File: config.mk
export PLATFORM = sky130hd
export DESIGN_NAME = wts_stereo_mix_accumulator
export DESIGN_NICKNAME = d
export VERILOG_FILES = /design/src/rtl/wts_stereo_mix_accumulator.sv
export SDC_FILE = /design/constraint.sdc
export NUM_CORES = 1
export LEC_CHECK = 0
export CAP_MARGIN = 20
export CORE_UTILIZATION = 57
export DETAILED_ROUTE_END_ITERATION = 7
export GPL_TIMING_DRIVEN = 0
export PLACE_DENSITY = 0.93
export RECOVER_POWER = 50
export SLEW_MARGIN = 20
export SYNTH_ARGS = -nofsm -noshare
export SYNTH_HDL_FRONTEND = slang
export SYNTH_SLANG_ARGS = --single-unit
File: constraint.sdc
create_clock -name clk -period 4.4 [get_ports clk]
set_input_delay 0.66 -clock clk [delete_from_list [all_inputs] [get_ports clk]]
set_output_delay 0.66 -clock clk [all_outputs]
set_load 0.05 [all_outputs]
File: src/rtl/wts_stereo_mix_accumulator.sv
`default_nettype none
//==============================================================================
// Module   : wts_stereo_mix_accumulator
// Purpose  : Time-division stereo mixer. One signed voice sample arrives per
//            clock across SLOTS slots per frame. Each sample is routed to the
//            left and/or right side, attenuated by an arithmetic right shift,
//            and summed at full precision. At the end of each frame the sums
//            are saturated to OUT_W, optionally converted to offset-binary,
//            and presented as one stereo sample with a one-clock valid strobe.
//
// Ports    : clk, nreset        - clock, asynchronous active-low reset
//            slot_start         - current cycle is slot 0 (realigns frame)
//            sample_valid       - sample_in is valid for the current slot
//            sample_in          - signed voice sample, SAMPLE_W bits
//            enable[1:0]        - [1] route to left, [0] route to right
//            att_l, att_r       - per-side right-shift attenuation, 0..7
//            left_out/right_out - mixed stereo sample, OUT_W bits
//            out_valid          - one-clock pulse when outputs update
//            clip_l, clip_r     - sticky saturation flags
//            clip_clear         - clears clip flags (a new clip wins)
//
// Revision : 1.0 - initial release
//==============================================================================
module wts_stereo_mix_accumulator #(
    parameter int SLOTS      = 12,
    parameter int SAMPLE_W   = 8,
    parameter int OUT_W      = 12,
    parameter int OFFSET_BIN = 1
) (
    input  logic                clk,
    input  logic                nreset,
    input  logic                slot_start,
    input  logic                sample_valid,
    input  logic [SAMPLE_W-1:0] sample_in,
    input  logic [1:0]          enable,
    input  logic [2:0]          att_l,
    input  logic [2:0]          att_r,
    output logic [OUT_W-1:0]    left_out,
    output logic [OUT_W-1:0]    right_out,
    output logic                out_valid,
    output logic                clip_l,
    output logic                clip_r,
    input  logic                clip_clear
);

    localparam int c_cnt_w = $clog2(SLOTS);
    // One extra bit beyond SAMPLE_W + log2(SLOTS) keeps the full-frame sum
    // from ever wrapping.
    localparam int c_acc_w = SAMPLE_W + $clog2(SLOTS) + 1;

    localparam logic [c_cnt_w-1:0] c_last_slot = c_cnt_w'(SLOTS - 1);
    localparam logic [OUT_W-1:0]   c_msb       = {1'b1, {(OUT_W-1){1'b0}}};
    // XOR mask applied after saturation; also the reset value of the outputs
    // (mid-scale in offset-binary, zero in two's complement).
    localparam logic [OUT_W-1:0]   c_out_xor   = (OFFSET_BIN != 0) ? c_msb : '0;

    logic [c_cnt_w-1:0]         r_slot;
    logic signed [c_acc_w-1:0]  r_acc_l;
    logic signed [c_acc_w-1:0]  r_acc_r;
    logic [OUT_W-1:0]           r_left;
    logic [OUT_W-1:0]           r_right;
    logic                       r_valid;
    logic                       r_clip_l;
    logic                       r_clip_r;

    logic [c_cnt_w-1:0]         w_slot;
    logic                       w_first;
    logic                       w_last;
    logic signed [SAMPLE_W-1:0] w_shift_l;
    logic signed [SAMPLE_W-1:0] w_shift_r;
    logic signed [c_acc_w-1:0]  w_contrib_l;
    logic signed [c_acc_w-1:0]  w_contrib_r;
    logic signed [c_acc_w-1:0]  w_sum_l;
    logic signed [c_acc_w-1:0]  w_sum_r;
    logic [OUT_W-1:0]           w_sat_l;
    logic [OUT_W-1:0]           w_sat_r;
    logic                       w_ovf_l;
    logic                       w_ovf_r;

    // slot_start overrides the counter, so a start on the counter's last slot
    // is treated as slot 0 and the truncated frame never produces output.
    assign w_slot  = slot_start ? '0 : r_slot;
    assign w_first = (w_slot == '0);
    assign w_last  = (w_slot == c_last_slot);

    assign w_shift_l = $signed(sample_in) >>> att_l;
    assign w_shift_r = $signed(sample_in) >>> att_r;

    assign w_contrib_l = (sample_valid && enable[1]) ? c_acc_w'(w_shift_l) : '0;
    assign w_contrib_r = (sample_valid && enable[0]) ? c_acc_w'(w_shift_r) : '0;

    // Slot 0 starts a fresh sum, discarding any partial frame left behind.
    assign w_sum_l = (w_first ? '0 : r_acc_l) + w_contrib_l;
    assign w_sum_r = (w_first ? '0 : r_acc_r) + w_contrib_r;

    generate
        if (OUT_W >= c_acc_w) begin : g_no_sat
            assign w_sat_l = OUT_W'(w_sum_l);
            assign w_sat_r = OUT_W'(w_sum_r);
            assign w_ovf_l = 1'b0;
            assign w_ovf_r = 1'b0;
        end else begin : g_sat
            localparam logic signed [c_acc_w-1:0] c_max =
                {{(c_acc_w-OUT_W+1){1'b0}}, {(OUT_W-1){1'b1}}};
            localparam logic signed [c_acc_w-1:0] c_min =
                {{(c_acc_w-OUT_W+1){1'b1}}, {(OUT_W-1){1'b0}}};

            always_comb begin
                w_ovf_l = 1'b0;
                w_sat_l = w_sum_l[OUT_W-1:0];
                if (w_sum_l > c_max) begin
                    w_ovf_l = 1'b1;
                    w_sat_l = c_max[OUT_W-1:0];
                end else if (w_sum_l < c_min) begin
                    w_ovf_l = 1'b1;
                    w_sat_l = c_min[OUT_W-1:0];
                end
            end

            always_comb begin
                w_ovf_r = 1'b0;
                w_sat_r = w_sum_r[OUT_W-1:0];
                if (w_sum_r > c_max) begin
                    w_ovf_r = 1'b1;
                    w_sat_r = c_max[OUT_W-1:0];
                end else if (w_sum_r < c_min) begin
                    w_ovf_r = 1'b1;
                    w_sat_r = c_min[OUT_W-1:0];
                end
            end
        end
    endgenerate

    always_ff @(posedge clk or negedge nreset) begin
        if (!nreset) begin
            r_slot   <= '0;
            r_acc_l  <= '0;
            r_acc_r  <= '0;
            r_left   <= c_out_xor;
            r_right  <= c_out_xor;
            r_valid  <= 1'b0;
            r_clip_l <= 1'b0;
            r_clip_r <= 1'b0;
        end else begin
            r_valid <= w_last;
            if (w_last) begin
                r_slot  <= '0;
                r_acc_l <= '0;
                r_acc_r <= '0;
                r_left  <= w_sat_l ^ c_out_xor;
                r_right <= w_sat_r ^ c_out_xor;
            end else begin
                r_slot  <= w_slot + c_cnt_w'(1);
                r_acc_l <= w_sum_l;
                r_acc_r <= w_sum_r;
            end
            // A clip event on the frame's last slot beats a coincident clear.
            r_clip_l <= (w_last & w_ovf_l) | (r_clip_l & ~clip_clear);
            r_clip_r <= (w_last & w_ovf_r) | (r_clip_r & ~clip_clear);
        end
    end

    assign left_out  = r_left;
    assign right_out = r_right;
    assign out_valid = r_valid;
    assign clip_l    = r_clip_l;
    assign clip_r    = r_clip_r;

endmodule
`default_nettype wire

## Word level (Yosys, flattened, before mapping)

Cells that the tools add are included.

- Register bits after elaboration: 57
- Input bits: 21
- Output and inout port bits: 27
- Word-level logic and storage cells: 46

- $add $sub $neg: 3
- Order comparisons: 4
- Equality and inequality tests: 1
- Shifts and indexed selects: 2
- Mux-type cells: 16
- Bitwise operators: 9
- Reductions and logical operators: 3

Operators with widths:

| cell | count |
|---|---|
| 13-bit two-way mux | 6 |
| 12-bit two-way mux | 4 |
| 13-bit adder | 2 |
| 13-bit by 12-bit greater-than comparator with 1-bit output (second input constant) | 2 |
| 13-bit by 12-bit less-than comparator with 1-bit output (second input constant) | 2 |
| 8-bit by 3-bit >>> shifter with 8-bit output | 2 |
| 4-bit two-way mux | 2 |
| 4-bit by 1-bit adder with 4-bit output (second input constant) | 1 |
| 1-bit bitwise AND | 4 |
| 4-bit equality test (second input constant) | 1 |
| 4-bit logical NOT | 1 |
| 1-bit two-way mux | 4 |
| 1-bit inverter | 3 |
| 1-bit logical AND | 2 |
| 1-bit bitwise OR | 2 |

## Depth between registers and ports, before layout

- Word-level depth: 9
- Gate-level depth with buffers: 15
- Depth with buffers taken out: 13

## Worst setup path before layout

OpenSTA, ideal clock, no wires.

- Path kind: input to register
- Start point: in att_l[0]
- End point: reg r_left[10] (netlist: left_out[10])
- Setup time: 0.126 ns
- Data arrival time: 3.916 ns
- Required time: 4.274 ns
- Slack: 0.357 ns
- Cell stages on the path: 12
- Cell sequence: clkbuf_1 > mux4_2 > mux2i_1 > nor2_1 > ha_1 > fa_1 > a211oi_2 > o21ai_0 > a41o_2 > nor3_1 > nor2_1 > a311o_1

- Longest elaborated chain between the ends: 6
- Elaborated cells on any way between the ends: 7

RTL lines:

| what | line | source |
|---|---|---|
| from (decl) | 36 | `input logic [2:0] att_l,` |
| 8-bit by 3-bit >>> shifter with 8-bit output (*) | 86 | `assign w_shift_l = $signed(sample_in) >>> att_l;` |
| 13-bit two-way mux (*) | 89 | `assign w_contrib_l = (sample_valid && enable[1]) ? c_acc_w'(w_shift_l) : '0;` |
| 13-bit adder (*) | 93 | `assign w_sum_l = (w_first ? '0 : r_acc_l) + w_contrib_l;` |
| 13-bit by 12-bit less-than comparator with 1-bit output | 114 | `end else if (w_sum_l < c_min) begin` |
| 12-bit two-way mux | 114 |  |
| 12-bit two-way mux (*) | 111 | `if (w_sum_l > c_max) begin` |
| to (signal assigned) | 139 | `r_left <= c_out_xor;` |
| to (signal assigned) | 150 | `r_left <= w_sat_l ^ c_out_xor;` |
| to (decl) | 60 | `logic [OUT_W-1:0] r_left;` |

Mark *: on every way between the ends. The rest lies on a longest branch, timed or not.
A chain may end at the register's enable or synchronous reset.

## Final worst setup path

- Start point: in slot_start
- End point: reg r_left[3] (netlist: left_out[3])

- Longest elaborated chain between the ends: 7
- Elaborated cells on any way between the ends: 9

RTL lines:

| what | line | source |
|---|---|---|
| from (decl) | 32 | `input logic slot_start,` |
| 4-bit two-way mux (*) | 82 | `assign w_slot = slot_start ? '0 : r_slot;` |
| 4-bit logical NOT | 83 | `assign w_first = (w_slot == '0);` |
| 13-bit two-way mux | 93 |  |
| 13-bit adder | 93 |  |
| 13-bit by 12-bit less-than comparator with 1-bit output | 114 |  |
| 12-bit two-way mux | 114 |  |
| 12-bit two-way mux | 111 |  |

Marked as above.

==> results.sh <==
export IMPL_grt_first_pass_wirelength_um=18000
export IMPL_cts_buffer_depth=2
export IMPL_first_pass_iters=6
export IMPL_netlist_top_cells_count="dfrtp_1, nor2_1, nand2_1"
export IMPL_clock_sinks=57
export IMPL_p_comb_share_pct=36.9
export IMPL_clkPwrFrac_pct=26.2
export IMPL_fp_dieH_um=88.5
export IMPL_yosysTopAreaCell="dfrtp_1"
export IMPL_power_mw=1.66
export IMPL_cts_clk_slew_worst_paths_ns=0.06
export IMPL_slew_headroom_pct=-98.1
export IMPL_drc_errors=0
export IMPL_hold_viol=0
export IMPL_overflow=0
export IMPL_path_class="in -> reg"
export IMPL_grt_pass1_vias=3845
export IMPL_num_rows=31
export IMPL_n_antenna_cell=0
export IMPL_cts_tree="built"
export IMPL_power_density_nw_per_um2=328
export IMPL_p_int_mw=1.07
export IMPL_fin_tns_setup_ns=0
export IMPL_ys_warn_count=0
export IMPL_peakVddDrop_mv=0.325
export IMPL_critPathArrivalTime_ns=4.50
export IMPL_dp_final_hpwl_um=8170
export IMPL_portBuffers=43
export IMPL_htree_num_levels=3
export IMPL_drive_gt1_share_pct=11.0
export IMPL_synth_cell_types=67
export IMPL_hp_class="reg -> reg"
export IMPL_drt_initial_drc_count=332
export IMPL_endpoint_kind="flip-flop"
export IMPL_synth_edf_count=0
export IMPL_startpoint="slot_start"
export IMPL_cp_max_fo=10
export IMPL_cts_buffers_inserted=9
export IMPL_place_gp_congestion=0.894
export IMPL_synthArstFlopShare_pct=100
export IMPL_place_ws_ns=-0.596
export IMPL_syn_inst=469
export IMPL_setup_viol=0
export IMPL_worst_pin_slew_ns=2.97
export IMPL_synth_top_area_share_pct=32.2
export IMPL_rsz0062_at_grt="false"
export IMPL_ant_nets=0
export IMPL_clock_skew_ns=0.0111
export IMPL_final_area_sq_um=5070
export IMPL_areaGrowthSynthToFinish_pct=18.7
export IMPL_worst_setup_path_start_kind="input pin"
export IMPL_r2r_start="r_slot[0]$_DFF_PN0_"
export IMPL_fin_ws_ns=0.148
export IMPL_leakage_nw=2.31
export IMPL_syn_area_sq_um=4270
export IMPL_final_max_slew_viol_count=58
export IMPL_hold_buffers=0
export IMPL_finalCritPeriodShare_pct=96.6
export IMPL_vias=4012
export IMPL_clk_latency_ns=0.35
export IMPL_grt_antenna_before_repair=0
export IMPL_fin_crit_ns=4.25
export IMPL_place_area_sq_um=4820
export IMPL_track_usage_pct=30.5
export IMPL_synth_seq_cells=57
export IMPL_wire_per_inst_um=18.4
export IMPL_synth_most_common_cell="dfrtp_1"
export IMPL_nets=573
export IMPL_utilization_pct=69.9
export IMPL_ys_flop_type="dfrtp_1"
export IMPL_drv_cap=1
export IMPL_violations="capacitance limit, slew limit"
export IMPL_p_sw_mw=0.598
export IMPL_syn_num_nets=518
export IMPL_synth_seq_area_share_pct=33.5
export IMPL_routed_wl_um=11500
export IMPL_netSwitchingFraction_pct=35.9
export IMPL_io_pins=48
export IMPL_required_ns=4.65
export IMPL_vias_per_cell=6.39
export IMPL_synth_area_leaders="dfrtp_1, ha_1, mux4_2, and2_1, nor2_1"
export IMPL_cts_root_buf="clkbuf_8"
export IMPL_status="complete, but fails checks"
export IMPL_design_core_area_sq_um=7250
export IMPL_avgSynthCellArea_sq_um=9.10
export IMPL_min_delay_start="right_out[11]$_DFFE_PN1P_"
export IMPL_seqPwrFrac_pct=36.9
export IMPL_start_util_pct=58.9
export IMPL_max_freq_ghz=0.235
export IMPL_die_width_um=88.5
export IMPL_grt_max_degree=58
export IMPL_dieArea_sq_um=7840
==> per-stage QoR <==
stage	hold slack (ns)	std cells
6_report	0.466	628
3_3_place_gp	0.453	611
3_5_place_dp	0.461	611
5_1_grt	0.487	628
2_1_floorplan	0.364	469
4_1_cts	0.384	627
==> layout by cell type, fill, tap and decap left out, types with 7 or more instances in the layout <==
cell,Yosys,routed
mux4_2,10,10
nand3_1,8,8
a21boi_0,11,11
clkdlybuf4s50_1,0,33
dfrtp_1,55,55
nand2_1,38,37
a21o_1,7,7
clkbuf_8,0,11
nor3_1,10,9
xor2_1,11,11
o21a_1,10,10
o21ai_0,24,21
nor2_1,46,45
and2_1,33,33
clkbuf_1,21,23
ha_1,26,26
inv_1,10,10
dlygate4sd3_1,0,9
a21oi_1,30,29
xnor2_1,8,7
==> cells by family after synthesis <==
logic type / Yosys count / synth area share [%]
AO/OA/AOI/OAI: 143 / 23.6
XOR/XNOR: 19 / 3.90
adder cells (fa/ha/maj): 28 / 8.56
buffers and inverters: 37 / 3.66
flip-flops: 57 / 33.5
multiplexers: 17 / 7.00
AND/OR/NAND/NOR: 168 / 19.8
==> what timing repair did <==
action	CTS	global route
gates resized for setup	10	17
pin swaps	0	3
endpoints found under the hold margin	0	0
setup endpoints to repair	23	26
buffers inserted	0	1
==> power groups by stage <==
stage               Combinational, mW  Sequential [mW]  Clock, mW
global route                    0.657            0.619      0.461
floorplan                       0.365            0.664          0
CTS                             0.592            0.613      0.436
detailed placement              0.577            0.621          0
finish                          0.614            0.614      0.436
global placement                0.546            0.619          0
==> registers in the layout (all words and copies together), names as in the netlist <==
name	count
clip_l	1
clip_r	1
left_out	12
out_valid	1
r_acc_l	13
r_acc_r	13
r_slot	4
right_out	12
==> path summary, 6_finish.rpt <==
path,to,slack (ns),cells after the start
worst max-delay path,left_out[3]$_DFFE_PN0P_,0.15,15
worst min-delay path,right_out[11]$_DFFE_PN1P_,0.47,2
worst max register to register,left_out[3]$_DFFE_PN0P_,0.58,14
worst min register to register,right_out[11]$_DFFE_PN1P_,0.47,2
max in group asynchronous,r_acc_l[4]$_DFF_PN0_,1.44,1
min in group asynchronous,left_out[9]$_DFFE_PN0P_,1.28,1
==> critical path, cell delays in order <==
cell and delay [ns]:
clkdlybuf4s50_1 0.55, nor2b_1 0.09, inv_1 0.08, ha_1 0.26, nand2_2 0.14, buf_2 0.21
and2_1 0.18, ha_1 0.22, fa_1 0.44, a211oi_2 0.28, o21ai_1 0.18, a41oi_2 0.31
a21oi_1 0.20, o41a_2 0.48, o31ai_1 0.20
==> cell type report <==
type                       count  area [sq um]
timing repair buffer          44           432
fill                         533          2180
sequential                    57          1430
buffer                        26           129
tap                           99           124
multi-input combinational    375          2740
clock buffer                  16           170
inverter                      11          41.3
==> per-layer routing <==
metal / GRT usage [%] / routed length [um]
met1: 36.1 / 4380
met2: 50.6 / 5750
met5: 0 / 0
met3: 9.79 / 970
met4: 14.5 / 428
Power figures use the tool's default switching activity.
==> RTL change 1 (same settings) <==
Register the input `slot_start` before use. The logic sees it one clock later. The other inputs are not delayed to match. Comments in the files are not updated.
--- a/src/rtl/wts_stereo_mix_accumulator.sv
+++ b/src/rtl/wts_stereo_mix_accumulator.sv
@@ -54,6 +54,12 @@
     // (mid-scale in offset-binary, zero in two's complement).
     localparam logic [OUT_W-1:0]   c_out_xor   = (OFFSET_BIN != 0) ? c_msb : '0;
 
+    logic slot_start_q;
+
+    always_ff @(posedge clk) begin
+        slot_start_q <= slot_start;
+    end
+
     logic [c_cnt_w-1:0]         r_slot;
     logic signed [c_acc_w-1:0]  r_acc_l;
     logic signed [c_acc_w-1:0]  r_acc_r;
@@ -79,7 +85,7 @@
 
     // slot_start overrides the counter, so a start on the counter's last slot
     // is treated as slot 0 and the truncated frame never produces output.
-    assign w_slot  = slot_start ? '0 : r_slot;
+    assign w_slot  = slot_start_q ? '0 : r_slot;
     assign w_first = (w_slot == '0);
     assign w_last  = (w_slot == c_last_slot);
 
Formal check against the unedited RTL: no difference found for any inputs over 10 cycles, from zero or initial values and one cycle with nreset low; that may be too few to reach the edited logic, so the function may still have changed.
==> RTL change 1 against the unedited design <==
- clock skew about the same
- the flow still finishes with violations (capacitance limit, slew limit)
- non-clock buffer count shrank 3
- register-to-register slack gained 70 ps
- largest cell class unchanged
- sequential cell count increased by 1
- clock power increased by 29%
- setup slack gained 240 ps
- total power is 17% higher
- routed wire length fell by 12%
- global-route usage is 2.7 points lower
- largest power group is now combinational cells
- area after synthesis shrank 1.3%
- cell area shrank 1.7%
==> RTL change 1: results (changes against the unedited design) <==
status finished with violations; failing checks capacitance limit, slew limit; share of cells above drive strength 1 12.8% (+1.9 points); YS warnings 0 (unchanged); clk_lat worst skew 350 ps (about the same); Clock Path Buffers 2 (unchanged); Post-DP HPWL 7.33 mm (-10%); Distinct cells, synth 64 (-4.5%); H-tree Lvls 3 (unchanged); CTS root buf clkbuf_8; MaxCap Viol Count 1 (unchanged); Synth top cells by count 55 x dfrtp_1, 49 x nor2_1, 46 x nand2_1, 33 x and2_1, 31 x a21oi_1; Total GRT Usage 27.8% (-2.7 points); fraction of registers with async set/reset 98.3% (-1.7 points); CTS Buf Count 9 (unchanged); worst min-delay path class reg2reg; DR iter-0 viols 208 (-37%); Worst EP arrival 4210 ps (-290 ps); initial antenna violation count 0 (unchanged); largest net degree at the start of global routing 58 (unchanged); global-route wire length before repair 16.2 mm (-10%); CP max stage delay between 500 and 600 ps; I/O Buffers 43 (unchanged); vias per inst 6.06 (-5.2%); dpl ws 89.8 ps (+686 ps); nets@finish 559 (-2.4%); First-pass DRT Iterations 5 (-1); Filler cells 486 (-8.8%); slowest CP cell mux4_2; peak supply drop 0.260 mV (-20%); Seq/Total Area, Yosys 34.4% (+0.93 points); Main synth FF type dfrtp_1; Mapped Nets 505 (-2.5%); leakage 0.00225 uW (-2.5%); top flop regs r_acc_l (13), r_acc_r (13); Final Wtd Congestion 0.929 (+4.0%); vias in the first global route 3577 (-7.0%); Setup Skew 11.1 ps (+0.00430 ps); Slew Limit Fails 58 (unchanged); delay-heaviest family, CP buffers and inverters; Int Pwr 1250 uW (+18%); Clk pin slew, worst setup/hold paths 60 ps (about the same); postcts setup bufs 0 (unchanged); n_diodes 0 (unchanged); Slew HR -102% (-3.4 points); WL final 10.1 mm (-12%); Crit Path Max Fanout 10 (unchanged); Post-CTS Resized 0 (-10); final worst path period share 91.3% (-5.4 points); most area-consuming cells after synthesis dfrtp_1 33%, ha_1 7.7%, mux4_2 5.3%
RTL change 1: cell type report:
type	instances	area [um2]	area share [%]
Multi-Input combinational cell	357	2570	51.6
Buffer	24	126	2.54
Inverter	17	63.8	1.28
Sequential cell	58	1450	29.1
Tap cell	96	120	2.41
Clock buffer	12	155	3.11
Timing Repair Buffer	43	424	8.51
Clock inverter	4	73.8	1.48
RTL change 1: layer usage:
layer  global-route usage [%]  share of wire, %  up-vias
met5                        0                 0        -
met4                     12.4               3.6        0
met3                     9.71               7.0       44
met2                     45.9                48      146
met1                     32.7                42     1770
li1                         -                 -     1741
RTL change 1: cells by family after synthesis:
family          after synthesis  synth area share [%]
simple gates                165                  18.8
flops                        58                  34.4
compound gates              128                  21.7
fa+ha+maj                    28                  8.67
xor+xnor                     18                  4.55
mux                          18                  7.37
buf+inv                      41                  4.52
RTL change 1: per-stage QoR:
stage / std cells / util, % / instance area [um2] / hold WS, ps / power (uW)
2_1_floorplan: 456 / - / 4210 / 364 / 1180
3_3_place_gp: 595 / 68.2 / 4760 / 449 / 1340
3_5_place_dp: 595 / 68.2 / 4760 / 455 / 1370
4_1_cts: 611 / 71.5 / 4990 / 390 / 1940
5_1_grt: 611 / 71.4 / 4980 / 475 / 2030
6_report: 611 / 71.4 / 4980 / 465 / 1940
RTL change 1: power groups by stage:
stage | combinational (uW) | sequential [uW] | clock [uW]
6_report | 725 | 652 | 563
5_1_grt | 784 | 657 | 589
4_1_cts | 720 | 650 | 567
3_5_place_dp | 710 | 659 | 0
3_3_place_gp | 685 | 655 | 0
2_1_floorplan | 451 | 727 | 0
RTL change 1: worst register-to-register path: cells and delay by family (launching register included):
family | cells | cell delay, ps
adders and majority gates | 3 | 810
and+or+nand+nor | 5 | 770
AOI/OAI and AO/OA | 3 | 680
buffers and inverters | 3 | 540
xor gates and xnor gates | 2 | 440
DFF | 1 | 370
RTL change 1: worst paths after layout:
check	startpoint	endpoint	slack, ps	cells after the start
setup / recovery	sample_in[7]	clip_r	380	15
hold / removal	left_out[11]	left_out[11]	460	2
setup reg to reg	r_slot[0]	clip_r	650	16
hold reg to reg	left_out[11]	left_out[11]	460	2
max in group asynchronous	nreset	left_out[1]	1390	1
min in group asynchronous	nreset	r_slot[1]	1300	1
==> RTL change 2 (same flow settings) <==
Made on the original files. `SLOTS`: 12 -> 13.
--- a/src/rtl/wts_stereo_mix_accumulator.sv
+++ b/src/rtl/wts_stereo_mix_accumulator.sv
@@ -22,7 +22,7 @@
 // Revision : 1.0 - initial release
 //==============================================================================
 module wts_stereo_mix_accumulator #(
-    parameter int SLOTS      = 12,
+    parameter int SLOTS      = 13,
     parameter int SAMPLE_W   = 8,
     parameter int OUT_W      = 12,
     parameter int OFFSET_BIN = 1
Behaviour: same outputs for any inputs over 10 cycles, from zero or initial values and one cycle with nreset low; that may be too few to reach the edited logic, so the function may still have changed.
==> RTL change 2 against the unedited design <==
- the flow still finishes with violations (capacitance limit, slew limit)
- clock skew shrank 3.2 ps
- routed wire length shrank 12%
- sequential share of layout area grew 1.3 points
- sequential cell count is the same
- setup slack gained 91 ps
- critical path depth grew 1
- cell area shrank 4.3%
- total power grew 0.62%
- via count shrank 10%
- register-to-register slack gained 110 ps
- synthesized cell count shrank 7.9%
- sequential power grew 0.8%
- area after synthesis shrank 4.6%
- critical endpoint is now left_out[6]
- largest cell class unchanged
- highest routed layer unchanged
==> RTL change 2: results (changes against the unedited design) <==
Switching Power 606 uW (+1.3%); Hold Path Sink right_out[11]; failing checks capacitance limit, slew limit; Post-DP HPWL 7.08 mm (-13%); Int Pwr 1070 uW (+0.23%); Slew HR -95.7% (+2.5 points); R2R cell count 16 (+2); Logic pwr share 36.2% (-0.7 points); Setup Skew 7.94 ps (-3.16 ps); met3 GRT Util 5.05% (-4.7 points); Synth top cells by count 55 x dfrtp_1, 48 x nor2_1, 37 x nand2_1, 29 x a21oi_1, 29 x and2_1; CP max stage delay 610 ps (+60 ps); Period minus WS final 4160 ps (-90.8 ps); dpl ws -482 ps (+114 ps); vias per inst 6.11 (-4.3%); Worst R2R Setup Slack 690 ps (+110 ps); r2r endpoint left_out[6]; share of cells above drive strength 1 12.8% (+1.8 points); met2 GRT Util 46.6% (-4.0 points); most area-consuming cells after synthesis dfrtp_1 34%, ha_1 8.0%, mux4_2 5.5%; Worst EP arrival 4390 ps (-110 ps); met1 GRT Util 38.0% (+1.9 points); Distinct cells, synth 61 (-9.0%); global-route wire length before repair 16.3 mm (-9.7%); peak supply drop 0.264 mV (-19%); leakage 0.00228 uW (-1.3%); MaxCap Viol Count 1 (unchanged); Slew Limit Fails 58 (unchanged); Total GRT Usage 28.2% (-2.3 points); vias in the first global route 3368 (-12%); Clock group 450 uW (+3%); Final Wtd Congestion 0.839 (-6.1%); DR iter-0 viols 184 (-45%); WL final 10.2 mm (-12%); First-pass DRT Iterations 5 (-1); nets@finish 536 (-6.5%); status finished with violations; Mapped Nets 481 (-7.1%)
RTL change 2: per-stage QoR:
step / cell area, um2 / setup TNS, ps / std cells / util, %
finish: 4850 / 0 / 588 / 71.0
global route: 4850 / 0 / 588 / 71.0
CTS: 4810 / 0 / 587 / 70.4
detailed placement: 4620 / -8210 / 571 / 67.6
global placement: 4620 / -4180 / 571 / 67.7
floorplan: 4070 / 0 / 432 / -
RTL change 2: worst max-delay path by stage:
stage                          start       endpoint  depth (start not counted)
after floorplan             att_l[0]    left_out[7]                         14
after global placement    slot_start  right_out[10]                         16
after detailed placement  slot_start  right_out[10]                         16
after CTS                 slot_start         clip_l                         17
after global routing      slot_start         clip_l                         16
final                     slot_start    left_out[6]                         16
RTL change 2: what timing repair did:
item / CTS / global route
resized for setup: 3 / 12
setup endpoints to repair: 17 / 28
pin swaps: 1 / 1
buffers inserted: 0 / 1
RTL change 2: cells by family (layout without fill, tap and decap cells):
kind of cell,count (synthesis),count (layout),synth area share (%)
compound gates,124,124,20.7
xor+xnor,23,23,5.13
fa+ha+maj,30,30,9.47
buf+inv,30,90,3.60
flops,57,57,35.1
mux,18,18,7.62
simple gates,150,150,18.4
RTL change 2: final cells by class:
class / instances / area (um2)
buffer: 19 / 108
clock buffer: 11 / 151
clock inverter: 5 / 30.0
fill: 468 / 1980
inverter: 11 / 41.3
multi-input combinational: 345 / 2540
sequential: 57 / 1430
tap: 96 / 120
timing repair buffer: 44 / 432
RTL change 2: routing by layer:
layer,part of all wire (%),up-vias
met5,0,-
met3,6.3,30
li1,-,1675
met2,47,153
met1,44,1737
met4,2.3,0
